## src/rtl/count1_sweep_ctrl.sv

```systemverilog
// count1_sweep_ctrl: sequencer that walks operands START..STOP into the
// count-ones GDP, runs the start/done/restart handshake per operand and
// accumulates run_sum totals for the sweep.
// Optional feature macro: SELF_CHECK_EN (adds an internal popcount reference
// and an err_cnt mismatch counter; when undefined err_cnt is tied to 0).
module count1_sweep_ctrl #(
  parameter logic [7:0]  START   = 8'd0,
  parameter logic [7:0]  STOP    = 8'd255,
  parameter int unsigned TIMEOUT = 64
) (
  input  logic        clock,
  input  logic        restart,
  input  logic        go,
  input  logic [7:0]  run_sum,
  input  logic        gdp_done,
  output logic [7:0]  n_out,
  output logic        gdp_start,
  output logic        gdp_restart,
  output logic [15:0] total,
  output logic [8:0]  ops,
  output logic        busy,
  output logic        sweep_done,
  output logic        timeout_err,
  output logic [8:0]  err_cnt
);

  localparam int unsigned N_W   = 8;
  localparam int unsigned TOT_W = 16;
  localparam int unsigned OPS_W = 9;
  localparam int unsigned WD_W  = (TIMEOUT > 1) ? $clog2(TIMEOUT) : 1;

  typedef enum logic [2:0] {
    IDLE,
    LOAD,
    WAIT,
    CAPTURE,
    CLEAR,
    FINISH
  } state_t;

  state_t            state, state_nxt;
  logic [N_W-1:0]    n_out_nxt;
  logic [TOT_W-1:0]  total_nxt;
  logic [OPS_W-1:0]  ops_nxt;
  logic [WD_W-1:0]   wd, wd_nxt;
  logic              sweep_done_nxt;
  logic              timeout_err_nxt;
  logic              gdp_start_nxt;
  logic              gdp_restart_nxt;
  logic              busy_nxt;

`ifdef SELF_CHECK_EN
  logic [3:0]        ref_ones;
  logic [OPS_W-1:0]  err_cnt_q, err_cnt_nxt;

  assign err_cnt = err_cnt_q;

  // Reference popcount of the operand currently presented to the GDP.
  always_comb begin
    ref_ones = 4'd0;
    for (int i = 0; i < N_W; i++) begin
      ref_ones = ref_ones + {3'b000, n_out[i]};
    end
  end
`else
  assign err_cnt = '0;
`endif

  // Next-state and next-output decode; handshake outputs follow the next state.
  always_comb begin
    state_nxt       = state;
    n_out_nxt       = n_out;
    total_nxt       = total;
    ops_nxt         = ops;
    wd_nxt          = wd;
    sweep_done_nxt  = sweep_done;
    timeout_err_nxt = timeout_err;
`ifdef SELF_CHECK_EN
    err_cnt_nxt     = err_cnt_q;
`endif

    case (state)
      IDLE, FINISH: begin
        if (go) begin
          total_nxt       = '0;
          ops_nxt         = '0;
          sweep_done_nxt  = 1'b0;
          timeout_err_nxt = 1'b0;
          n_out_nxt       = START;
`ifdef SELF_CHECK_EN
          err_cnt_nxt     = '0;
`endif
          state_nxt       = LOAD;
        end
      end
      LOAD: begin
        wd_nxt    = '0;
        state_nxt = WAIT;
      end
      WAIT: begin
        // done wins over a watchdog expiry in the same cycle
        if (gdp_done) begin
          state_nxt = CAPTURE;
        end else if (wd == WD_W'(TIMEOUT - 1)) begin
          timeout_err_nxt = 1'b1;
          sweep_done_nxt  = 1'b1;
          state_nxt       = FINISH;
        end else begin
          wd_nxt = wd + WD_W'(1);
        end
      end
      CAPTURE: begin
        total_nxt = total + TOT_W'(run_sum);
        ops_nxt   = ops + OPS_W'(1);
`ifdef SELF_CHECK_EN
        if ((run_sum != {4'b0000, ref_ones}) && (err_cnt_q != {OPS_W{1'b1}})) begin
          err_cnt_nxt = err_cnt_q + OPS_W'(1);
        end
`endif
        state_nxt = CLEAR;
      end
      CLEAR: begin
        // compare before increment so n_out never wraps past STOP
        if (n_out == STOP) begin
          sweep_done_nxt = 1'b1;
          state_nxt      = FINISH;
        end else begin
          n_out_nxt = n_out + N_W'(1);
          state_nxt = LOAD;
        end
      end
      default: begin
        state_nxt = IDLE;
      end
    endcase

    gdp_start_nxt   = (state_nxt == LOAD) || (state_nxt == WAIT) || (state_nxt == CAPTURE);
    gdp_restart_nxt = (state_nxt == CLEAR);
    busy_nxt        = gdp_start_nxt || gdp_restart_nxt;
  end

  // State and registered outputs; restart aborts everything immediately.
  always_ff @(posedge clock or posedge restart) begin
    if (restart) begin
      state       <= IDLE;
      n_out       <= START;
      total       <= '0;
      ops         <= '0;
      wd          <= '0;
      sweep_done  <= 1'b0;
      timeout_err <= 1'b0;
      gdp_start   <= 1'b0;
      gdp_restart <= 1'b0;
      busy        <= 1'b0;
`ifdef SELF_CHECK_EN
      err_cnt_q   <= '0;
`endif
    end else begin
      state       <= state_nxt;
      n_out       <= n_out_nxt;
      total       <= total_nxt;
      ops         <= ops_nxt;
      wd          <= wd_nxt;
      sweep_done  <= sweep_done_nxt;
      timeout_err <= timeout_err_nxt;
      gdp_start   <= gdp_start_nxt;
      gdp_restart <= gdp_restart_nxt;
      busy        <= busy_nxt;
`ifdef SELF_CHECK_EN
      err_cnt_q   <= err_cnt_nxt;
`endif
    end
  end

endmodule
```

## config.mk

```make
export PLATFORM = sky130hd
export DESIGN_NAME = count1_sweep_ctrl
export DESIGN_NICKNAME = d
export VERILOG_FILES = /design/src/rtl/count1_sweep_ctrl.sv
export SDC_FILE = /design/constraint.sdc
export NUM_CORES = 1
export LEC_CHECK = 0
export CAP_MARGIN = 20
export CORE_ASPECT_RATIO = 1.1
export CORE_UTILIZATION = 47
export CTS_CLUSTER_DIAMETER = 100
export DETAILED_ROUTE_END_ITERATION = 6
export GPL_ROUTABILITY_DRIVEN = 0
export GPL_TIMING_DRIVEN = 0
export PLACE_DENSITY = 0.75
export RECOVER_POWER = 50
export SLEW_MARGIN = 20
export SYNTH_ARGS = -nofsm -noshare
export SYNTH_HDL_FRONTEND = slang
export SYNTH_SLANG_ARGS = --single-unit
```

## constraint.sdc

```tcl
create_clock -name clock -period 2.5 [get_ports clock]
set_input_delay 0.375 -clock clock [delete_from_list [all_inputs] [get_ports clock]]
set_output_delay 0.375 -clock clock [all_outputs]
set_load 0.05 [all_outputs]
```

Word level (Yosys, flattened, before mapping)
Cells that the tools add are included.

word-level totals
  bits in registers = 47
  bits in latches = 0
  RAM bits = 0
  memory bits (read-only) = 0
  output and inout port bits = 47
  logic and storage cells = 67
  memories kept = 0

operators by class
  add/subtract/negate cells = 4
  multiply operators = 0
  div/mod/pow operators = 0
  order comparisons = 0
  equality and inequality tests = 17
  shift-type cells = 0
  muxes and demuxes = 21
  bitwise logic cells = 0
  reductions and logical operators = 15

operator list
  operator               count
  $pmux W16 S2           1
  $pmux W9 S2            1
  $add A16 B8 Y16        1
  $mux W16               1
  $mux W8                2
  $pmux W8 S2            1
  $pmux W3 S5            1
  $eq A3 B2 Y1 const B   4
  $mux W3                4
  $mux W6                2
  $ne A2 B2 Y1 const B   6
  $pmux W6 S2            1
  $add A9 B1 Y9 const B  1
  $eq A3 B3 Y1 const B   3
  $mux W9                1
  $add A8 B1 Y8 const B  1
  $eq A8 B8 Y1 const B   1
  $reduce_bool A2 Y1     4
  $add A6 B1 Y6 const B  1
  $eq A3 B1 Y1 const B   2
  $eq A6 B6 Y1 const B   1
  $reduce_and A3 Y1      2
  $reduce_and A5 Y1      1
  $mux W1                4
  other kinds (8)        10

Depth between registers and ports, before layout
Gate-level depths: netlist of the first run.

  depth in word-level cells = 8
  depth in mapped cells = 7
  depth with buffers taken out = 7

Worst setup path after synthesis of the first run
Ideal clock, no wire load.

  path type = register -> register
  start point = register total[0]
  end point = register total[8]
  library setup time = 0.153 ns
  arrival = 2.092 ns
  setup slack = 0.256 ns
  stages on the path, launching flop included = 8
  period minus slack after synthesis = 2.244 ns
  path through = dfrtp_1 > ha_1 > fa_1 > a211oi_1 > o211ai_1 > o21ai_1 > nor2_1 > mux2i_1

on the way
  word-level cells in the longest chain between the ends = 2

RTL lines
  what                    line  text
  start, declared         19    output logic [15:0] total,
  start signal, assigned  161   total <= total_nxt;
  $add A16 B8 Y16         113   total_nxt = total + TOT_W'(run_sum);
  $pmux W16 S2            82    case (state)

No other way between the ends.
A chain may end at the register's enable or synchronous reset.

Worst setup path after layout of the first run
  start point = input run_sum[0]
  end point = register total[12]

on the way
  word-level cells in the longest chain between the ends = 2

RTL lines
  what             line  text
  start, declared  14    input logic [7:0] run_sum,
  $add A16 B8 Y16  113
  $pmux W16 S2     82

No other way between the ends.

==> results of run 1 <==
==> flip-flops by register name, indices dropped and copies added, names as in the netlist <==
signal	flops
sweep_done	1
wd	6
timeout_err	1
gdp_restart	1
state	3
total	16
gdp_start	1
ops	9
busy	1
n_out	8
==> per-layer routing <==
layer	wire length (µm)	track usage (%)	vias to the layer above	share of wire [%]
met4	64	7.88	0	1.1
li1	-	-	1140	-
met5	0	0	-	0
met2	2850	34.6	51	49
met1	2640	29.2	1110	46
met3	234	4.39	5	4.0
==> how the worst min path moves through the flow <==
stage,start,to,slack (ps),depth (start not counted)
after global placement,ops[8],ops[8],460,1
after detailed placement,ops[8],ops[8],460,1
after global routing,ops[8],ops[8],480,1
after floorplan,wd[0],wd[0],490,1
after CTS,restart,busy,350,2
final,ops[8],ops[8],470,1
==> worst max-delay path, delay by kind of cell <==
kind	cells	cell delay (ps)
AO/OA/AOI/OAI	5	900
buffers and inverters	1	420
adder cells (fa/ha/maj)	2	690
==> layout make-up <==
class / count / area (µm²) / area share [%]
inverters: 6 / 22.5 / 0.678
clock buffers: 6 / 82.6 / 2.49
well taps: 75 / 93.8 / 2.83
repair buffers: 50 / 495 / 14.9
plain buffers: 17 / 100 / 3.01
clock inverters: 1 / 5.00 / 0.151
multi-input cells: 220 / 1350 / 40.5
flip-flops and latches: 47 / 1180 / 35.4
==> logic make-up (layout without fill, tap and decap cells) <==
kind of cell    count (synthesis)  in the layout  synth area share [%]
buf+inv                        23             80                  4.70
compound gates                 80             80                  18.8
flops                          47             47                  44.6
mux                             7              7                  2.71
fa+ha+maj                      12             12                  5.98
other cells                     1              9                 0.142
xor+xnor                       11             11                  3.65
simple gates                  101            101                  19.4
==> placed cells by master (no fill, tap or decap), drive strengths merged, types with 3 or more instances in the layout <==
| cell type | instances |
|---|---|
| a21o | 3 |
| dfrtp | 47 |
| nor2 | 21 |
| inv | 6 |
| a211oi | 5 |
| buf | 11 |
| dlygate4sd3 | 7 |
| clkbuf | 13 |
| clkdlybuf4s50 | 42 |
| o31ai | 3 |
| nor2b | 4 |
| a21oi | 13 |
| mux2i | 6 |
| a31oi | 5 |
| conb | 9 |
| ha | 11 |
| and3 | 6 |
| o211ai | 4 |
| nor3 | 7 |
| xor2 | 10 |
| nand3 | 15 |
| or3 | 4 |
| nand4 | 11 |
| nand2b | 3 |
| o21ai | 36 |
| nand2 | 24 |
==> report_power, final <==
part / switching (W) / leakage [nW] / internal, W
Combinational: 0.00116 / 0.767 / 0.000584
Sequential: 0.000137 / 0.637 / 0.000913
Clock: 0.000250 / 0.0470 / 0.000217
==> through the flow <==
step | worst slack (ps) | instance area [µm²] | utilization, %
after detailed placement | -104 | 3270 | 60.6
after floorplan | 256 | 2670 | -
final | 316 | 3320 | 61.5
after global routing | 128 | 3320 | 61.5
after global placement | -127 | 3250 | 60.3
after CTS | 175 | 3360 | 62.2
==> reports/qor.txt, run 1 <==
Outcome: complete, no violations
Synth top cells by count: dfrtp_1 (47), o21ai_1 (27), nand2_1 (24)
Via count: 2306
Mapped Avg Cell Area: 9.35 µm²
Pin count of the biggest net entering global routing: 34
TritonCTS Sinks: 47
Die width: 73.4 µm
CTS tree: yes
Hold Worst Slack: 466 ps
Post-CTS Setup Inserts: 0
Fillers: 491
Nets: 371
Die ar.: 5910 µm²
CTS Buf Count: 5
Core area: 5400 µm²
GRT Total Usage: 21.8%
Area contributors post-synth: dfrtp_1 (45%), ha_1 (5.2%), o21ai_1 (5.1%)
Final setup viols: 0
Synth cell types: 45
Crit. End Element: flop
Max Cap Violations: 0
Fin. Hold Viols: 0
Max-slew violation count: 0
Critical path startpoint: run_sum[0]
Post-synth EDFFs: 0
FF-to-FF path depth: 5
Post-route insts no fill: 422
R2r endpoint: n_out[0]
Yosys warnings: 0
Post-CTS sizing: 0
Vias in the first global route: 2114
Cell with the most instances after synthesis: dfrtp_1
Antenna diode count: 0
RSZ-0062 raised after global routing: no
Fin crit period: 2180 ps
Sequential cell area fraction in the yosys report: 44.6%
Worst skew pair latency: 300 ps
Clk pin slew, worst setup/hold paths: 80 ps
Drt via density: 5.46
Post-synth ARST share: 100%
Post-cts hold buffer count: 0
Placed cell count: 415
Leakage power: 1.45 nW
Antenna violations before repair: 0
Largest area contributor in the netlist: dfrtp_1
Synth top area share: 44.6%
Crit share post-route: 87.4%
Post-synthesis cell count: 282
Layout cells sized above 1: 6.63%
Required time of the critical path: 2700 ps
Detailed Route WL: 5790 µm
Most frequent CP cell: o211ai_1
Max clock buf depth: 2
CP max-delay cell: fa_1
Most used DFF post-synth: dfrtp_1
Grt total ovfl: 0
DRC violation total after the first TritonRoute iteration: 135
Max Freq: 458 MHz
Slew HR: 44.9%
Rows: 28
Pre-antenna DRT Iters: 4
Critical path class: in -> reg
Area growth syn-to-layout: 26.0%
H-tree levels: 2
Worst Path Arrival: 2380 ps
First-pass GRT wire length: 9840 µm
Post-route setup TNS: 0 ps
WL/cell: 13.7 µm
Routed Antenna Nets: 0
Slew @ Worst Pin: 827 ps
Cell area after synthesis: 2640 µm²
Synth Register Bits: 47
CP Max Fanout: 7
Initial Util: 48.9%
Power, Total: 0.00326 W
CP cell instances: clkdlybuf4s50_1 > ha_1 > fa_1 > a211oi_1 > o211ai_1 > o21ai_2 > o211ai_1 > o31ai_1
Critical path destination: total[12]
Worst hold path class: reg -> reg
Die Ht: 80.6 µm
# IOs: 59
Detailed Place HPWL: 4210 µm
Clock skew: 11.0 ps
Buffers added on ports: 49
Root buffer cell: clkbuf_8
CP Launch Type: primary input
Peak VDD IR: 0.475 mV
R2r setup slk: 330 ps
Max stage delay on crit path: 440 ps
Worst r2r src: n_out[0]
Remaining DRCs: 0
Pwr per Cell Area: 981 nW/µm²
Note: power is estimated with default switching activity, not from simulation.
==> inputs of run 2 (changes only) <==
--- a/config.mk
+++ b/config.mk
@@ -7,12 +7,12 @@
 export LEC_CHECK = 0
 export CAP_MARGIN = 20
 export CORE_ASPECT_RATIO = 1.1
-export CORE_UTILIZATION = 47
+export CORE_UTILIZATION = 30
 export CTS_CLUSTER_DIAMETER = 100
+export CTS_CLUSTER_SIZE = 12
 export DETAILED_ROUTE_END_ITERATION = 6
 export GPL_ROUTABILITY_DRIVEN = 0
 export GPL_TIMING_DRIVEN = 0
-export PLACE_DENSITY = 0.75
 export RECOVER_POWER = 50
 export SLEW_MARGIN = 20
 export SYNTH_ARGS = -nofsm -noshare
==> constraint.sdc (replaced) <==
create_clock -name clock -period 2 [get_ports clock]
set_input_delay 0.3 -clock clock [delete_from_list [all_inputs] [get_ports clock]]
set_output_delay 0.3 -clock clock [all_outputs]
set_load 0.05 [all_outputs]
==> run 2 against run 1 <==
  * Cell count grew 9.5%
  * Global-route usage shrank 7.6 points
  * Setup slack lost 260 ps
  * Critical endpoint is now ops[4]
  * Critical path type is now reg -> out
  * Combinational power grew 33%
  * Register-to-register slack lost 250 ps
  * Clock skew grew 6.3 ps
  * Non-clock buffer count grew 3
  * Hold slack gained 15 ps
  * Largest cell class unchanged
  * Via count grew 0.48%
  * Highest routed layer unchanged
  * Clock power grew 22%
  * Sequential share of layout area shrank 1.4 points
  * Utilization shrank 21 points
==> reports/qor.txt, run 2 (same netlist as run 1, synthesis figures left out) <==
Outcome: complete, no violations
Max Cap Violations: 0
RSZ-0062 raised after global routing: yes
Nets: 374
CP Max Fanout: 8
Number of flip-flops in the largest register: 16
Grt total ovfl: 0
Die ar.: 9170 µm²
Clock group share of total power: 13.6%
Die Ht: 100 µm
Combinational fraction of design power: 55.0%
Drt via density: 5.02
Final setup viols: 0
Max clock buf depth: 2
Routed Antenna Nets: 0
Setup ws final: 58.7 ps
FF-to-FF path depth: 7
Critical path startpoint: ops[4]
Crit-path leading delay family: buffers and inverters
Slew HR: 47.3%
Remaining DRCs: 0
Max-slew violation count: 0
Slew @ Worst Pin: 789 ps
Via count: 2317
Worst r2r src: total[0]
Buffers added on ports: 49
R2r endpoint: total[6]
Max Freq: 515 MHz
Commonest non-fill, non-tap cells in the layout: clkdlybuf4s50_1 (48), dfrtp_1 (46), o21ai_1 (26), nand2_1 (24), nor2_1 (20)
CP cell instances: clkdlybuf4s50_1
Largest regs: total x16, ops x9, n_out x8
NetSw: 0.00200 W
Post-cts hold buffer count: 0
Area growth syn-to-layout: 31.5%
DRC violation total after the first TritonRoute iteration: 131
Worst Path Arrival: 1640 ps
Sw Share: 47.6%
Int Power: 0.00220 W
Core area: 8450 µm²
Buffers & Inverters on Critical Path: 1
CP Launch Type: flop
First-pass GRT wire length: 10400 µm
Crit. path cell count: 1
CP max-delay cell: clkdlybuf4s50_1
# IOs: 59
Fin crit period: 1940 ps
Worst hold path class: reg -> reg
Rows: 35
WL/cell: 13.4 µm
Leakage power: 1.47 nW
CTS tree: yes
Final instance area: 3470 µm²
Critical path destination: ops[4]
Clock skew: 17.3 ps
Pin count of the biggest net entering global routing: 31
Clk pin slew, worst setup/hold paths: 90 ps
Required time of the critical path: 1700 ps
Initial Util: 31.2%
Layout cells sized above 1: 12.0%
Worst skew pair latency: 310 ps
Commonest non-fill, non-tap cell in the layout: clkdlybuf4s50_1
Pre-antenna DRT Iters: 4
TritonCTS Sinks: 47
Antenna diode count: 0
Sequential share of power: 31.4%
Top reg by flops: total
Die width: 91.4 µm
Antenna violations before repair: 0
Post-DP Area: 3330 µm²
Pwr per Cell Area: 1210 nW/µm²
Fillers: 834
GRT Total Usage: 14.1%
Peak VDD IR: 0.383 mV
Detailed Place HPWL: 4450 µm
Fin. Hold Viols: 0
Crit share post-route: 97.1%
Post-placement setup slack: -321 ps
Max stage delay on crit path: 860 ps
Detailed Route WL: 6200 µm
Critical path class: reg -> out
Crit. End Element: output port
Root buffer cell: clkbuf_8
R2r setup slk: 80 ps
CTS Buf Count: 5
H-tree levels: 2
Vias in the first global route: 2163
==> run 2: final cells by class <==
class                   instances  area (µm²)  share of cell area (%)
plain buffers                  17         104                    3.00
clock buffers                   7        76.3                    2.20
clock inverters                 1        5.00                   0.144
inverters                       6        22.5                   0.650
multi-input cells             220        1410                    40.6
flip-flops and latches         47        1180                    34.0
well taps                     111         139                    4.01
repair buffers                 53         533                    15.4
==> run 2: per-stage QoR <==
stage | hold WS (ps) | TNS [ps] | util, % | std cells | total power (W)
floorplan | 472 | 0 | - | 290 | 0.00295
global placement | 458 | -26260 | 39.1 | 450 | 0.00355
detailed placement | 466 | -5350 | 39.4 | 451 | 0.00358
CTS | 322 | 0 | 40.5 | 460 | 0.00419
global route | 495 | -34.4 | 41.0 | 462 | 0.00450
finish | 481 | 0 | 41.0 | 462 | 0.00420
==> run 2: timing repair <==
action	CTS	global route
setup buffers	1	2
endpoints found under the hold margin	0	0
pin swaps	1	2
gates resized for setup	2	9
endpoints found under the setup margin	4	18
==> run 2: power by group through the flow <==
stage	sequential, W	clock [W]	combinational [W]
2_1_floorplan	0.00181	0	0.00114
3_3_place_gp	0.00134	0	0.00221
3_5_place_dp	0.00134	0	0.00224
4_1_cts	0.00132	0.000594	0.00227
5_1_grt	0.00135	0.000627	0.00252
6_report	0.00132	0.000572	0.00231
==> run 2: metal layers <==
layer / up-vias / wire, µm / GRT usage, % / part of all wire [%]
met4: 0 / 63 / 3.66 / 1.0
met3: 6 / 203 / 2.95 / 3.3
met1: 1110 / 2910 / 17.9 / 47
met5: - / 0 / 0 / 0
met2: 49 / 3030 / 24.5 / 49
li1: 1152 / - / - / -
==> run 2: how the worst min path moves through the flow <==
| stage | startpoint | slack, ps | cells after the start | endpoint |
|---|---|---|---|---|
| CTS | restart | 320 | 2 | total[2] |
| global route | timeout_err | 490 | 1 | timeout_err |
| global placement | timeout_err | 460 | 1 | timeout_err |
| finish | timeout_err | 480 | 1 | timeout_err |
| floorplan | gdp_done | 470 | 3 | wd[1] |
| detailed placement | timeout_err | 470 | 1 | timeout_err |
==> inputs of run 3 (changes only) <==
==> constraint.sdc (replaced) <==
create_clock -name clock -period 2 [get_ports clock]
set_input_delay 0.4 -clock clock [delete_from_list [all_inputs] [get_ports clock]]
set_output_delay 0.4 -clock clock [all_outputs]
set_load 0.05 [all_outputs]
==> run 3 against run 2 <==
  * Setup slack got worse by 4.6 ps
  * Sequential cell count unchanged
  * Combinational power about the same
  * Hold slack about the same
  * Critical path depth unchanged
  * Non-clock buffer count increased by 1
==> reports/qor.txt, run 3 (same netlist as run 1, synthesis figures left out) <==
Post-route insts no fill: 463
Commonest non-fill, non-tap cell in the layout: dfrtp_1
Remaining DRCs: 0
CP Max Fanout: 4
Slew @ Worst Pin: 730 ps
GRT busiest layer: met2
Worst Path Arrival: 1550 ps
RSZ-0062 raised after global routing: yes
Worst skew pair latency: 310 ps
Drt via density: 5.01
Antenna violations before repair: 0
CP max-delay cell: clkdlybuf4s50_1
CP cell instances: clkdlybuf4s50_1
Core area: 8450 µm²
Met2 Use GR: 25.1%
Post-cts hold buffer count: 0
WL/cell: 13.7 µm
Grt total ovfl: 0
Min-Delay Path Depth: 1
Rows: 35
Post-route setup TNS: 0 ps
Detailed Route WL: 6340 µm
First-pass GRT wire length: 10500 µm
Max-slew violation count: 0
Crit share post-route: 97.3%
CP Launch Type: flop
Top reg by flops: total
Clock group share of total power: 13.6%
CTS Buf Count: 5
Buffers added on ports: 49
Clk pin slew, worst setup/hold paths: 90 ps
Buffers & Inverters on Critical Path: 1
Largest regs: total x16, ops x9, n_out x8
Root buffer cell: clkbuf_8
Max clock buf depth: 2
Fin. Hold Viols: 0
Crit-path leading delay family: buffers and inverters
Pre-antenna DRT Iters: 4
Commonest non-fill, non-tap cells in the layout: dfrtp_1 (46), clkdlybuf4s50_1 (36), o21ai_1 (24), nand2_1 (24), nor2_1 (20)
Die width: 91.4 µm
Clock skew: 17.1 ps
FF-to-FF path depth: 7
Sw Share: 48.1%
Hold Crit Start: timeout_err
Hold endpoint: timeout_err
Initial Util: 31.2%
Slew HR: 51.3%
Fin crit period: 1950 ps
Max Freq: 514 MHz
CTS tree: yes
Vias in the first global route: 2185
Nets: 375
Required time of the critical path: 1600 ps
Crit. End Element: output port
# IOs: 59
Die ar.: 9170 µm²
Antenna diode count: 0
GRT Total Usage: 14.3%
Sequential share of power: 31.3%
DRC violation total after the first TritonRoute iteration: 79
Max stage delay on crit path: 830 ps
Peak VDD IR: 0.384 mV
Critical path class: reg -> out
Final setup viols: 0
Detailed Place HPWL: 4450 µm
Pwr per Cell Area: 1230 nW/µm²
Outcome: complete, no violations
Worst hold path class: reg -> reg
TritonCTS Sinks: 47
Number of flip-flops in the largest register: 16
Area growth syn-to-layout: 30.2%
Int Power: 0.00220 W
Routed Antenna Nets: 0
Worst r2r src: total[0]
R2r endpoint: total[6]
Placed cell count: 451
H-tree levels: 2
Leakage power: 1.47 nW
Max Cap Violations: 0
M3 GR Usage: 2.95%
Die Ht: 100 µm
Met1 usage: 17.9%
Pin count of the biggest net entering global routing: 31
R2r setup slk: 60 ps
NetSw: 0.00203 W
Combinational fraction of design power: 55.1%
Via count: 2320
Layout cells sized above 1: 12.8%
## run 3: metrics by stage
| stage | power, W | utilization [%] | hold WS (ps) | cell area (µm²) | setup slack [ps] |
|---|---|---|---|---|---|
| 2_1_floorplan | 0.00295 | - | 492 | 2680 | 24.0 |
| 3_3_place_gp | 0.00355 | 39.1 | 458 | 3310 | -707 |
| 3_5_place_dp | 0.00358 | 39.4 | 466 | 3330 | -421 |
| 4_1_cts | 0.00420 | 40.6 | 422 | 3430 | 3.50 |
| 5_1_grt | 0.00453 | 40.6 | 495 | 3430 | -8.46 |
| 6_report | 0.00423 | 40.6 | 481 | 3430 | 54.1 |
## run 3: power groups by stage
stage | Clock, W | Sequential (W) | Combinational, W
3_5_place_dp | 0 | 0.00134 | 0.00224
3_3_place_gp | 0 | 0.00134 | 0.00221
6_report | 0.000574 | 0.00133 | 0.00233
4_1_cts | 0.000594 | 0.00133 | 0.00228
5_1_grt | 0.000627 | 0.00136 | 0.00255
2_1_floorplan | 0 | 0.00181 | 0.00114
## run 3: area by class of cell
type                       count  area (µm²)
tap                          111         139
multi-input combinational    220        1430
sequential                    47        1180
timing repair buffer          54         478
fill                         850        5020
clock inverter                 1        5.00
buffer                        17         104
clock buffer                   7        76.3
inverter                       6        22.5
## run 3: worst max path at each step
stage,from,end,cells past startpoint
after floorplan,n_out[0],n_out[5],6
after global placement,restart,total[0],2
after detailed placement,run_sum[0],total[12],8
after CTS,n_out[3],n_out[3],1
after global routing,total[0],total[8],7
final,n_out[0],n_out[0],1
## run 3: what timing repair did
action | 4_1_cts | 5_1_grt
pin swaps | 6 | 2
gates resized for setup | 8 | 20
setup endpoints to repair | 9 | 30
buffers inserted | 2 | 2
## run 3: routing by layer
layer  vias up  routed length [µm]
met5         -                   0
li1       1156                   -
met2        52                3170
met1      1106                2880
met3         6                 227
met4         0                  62
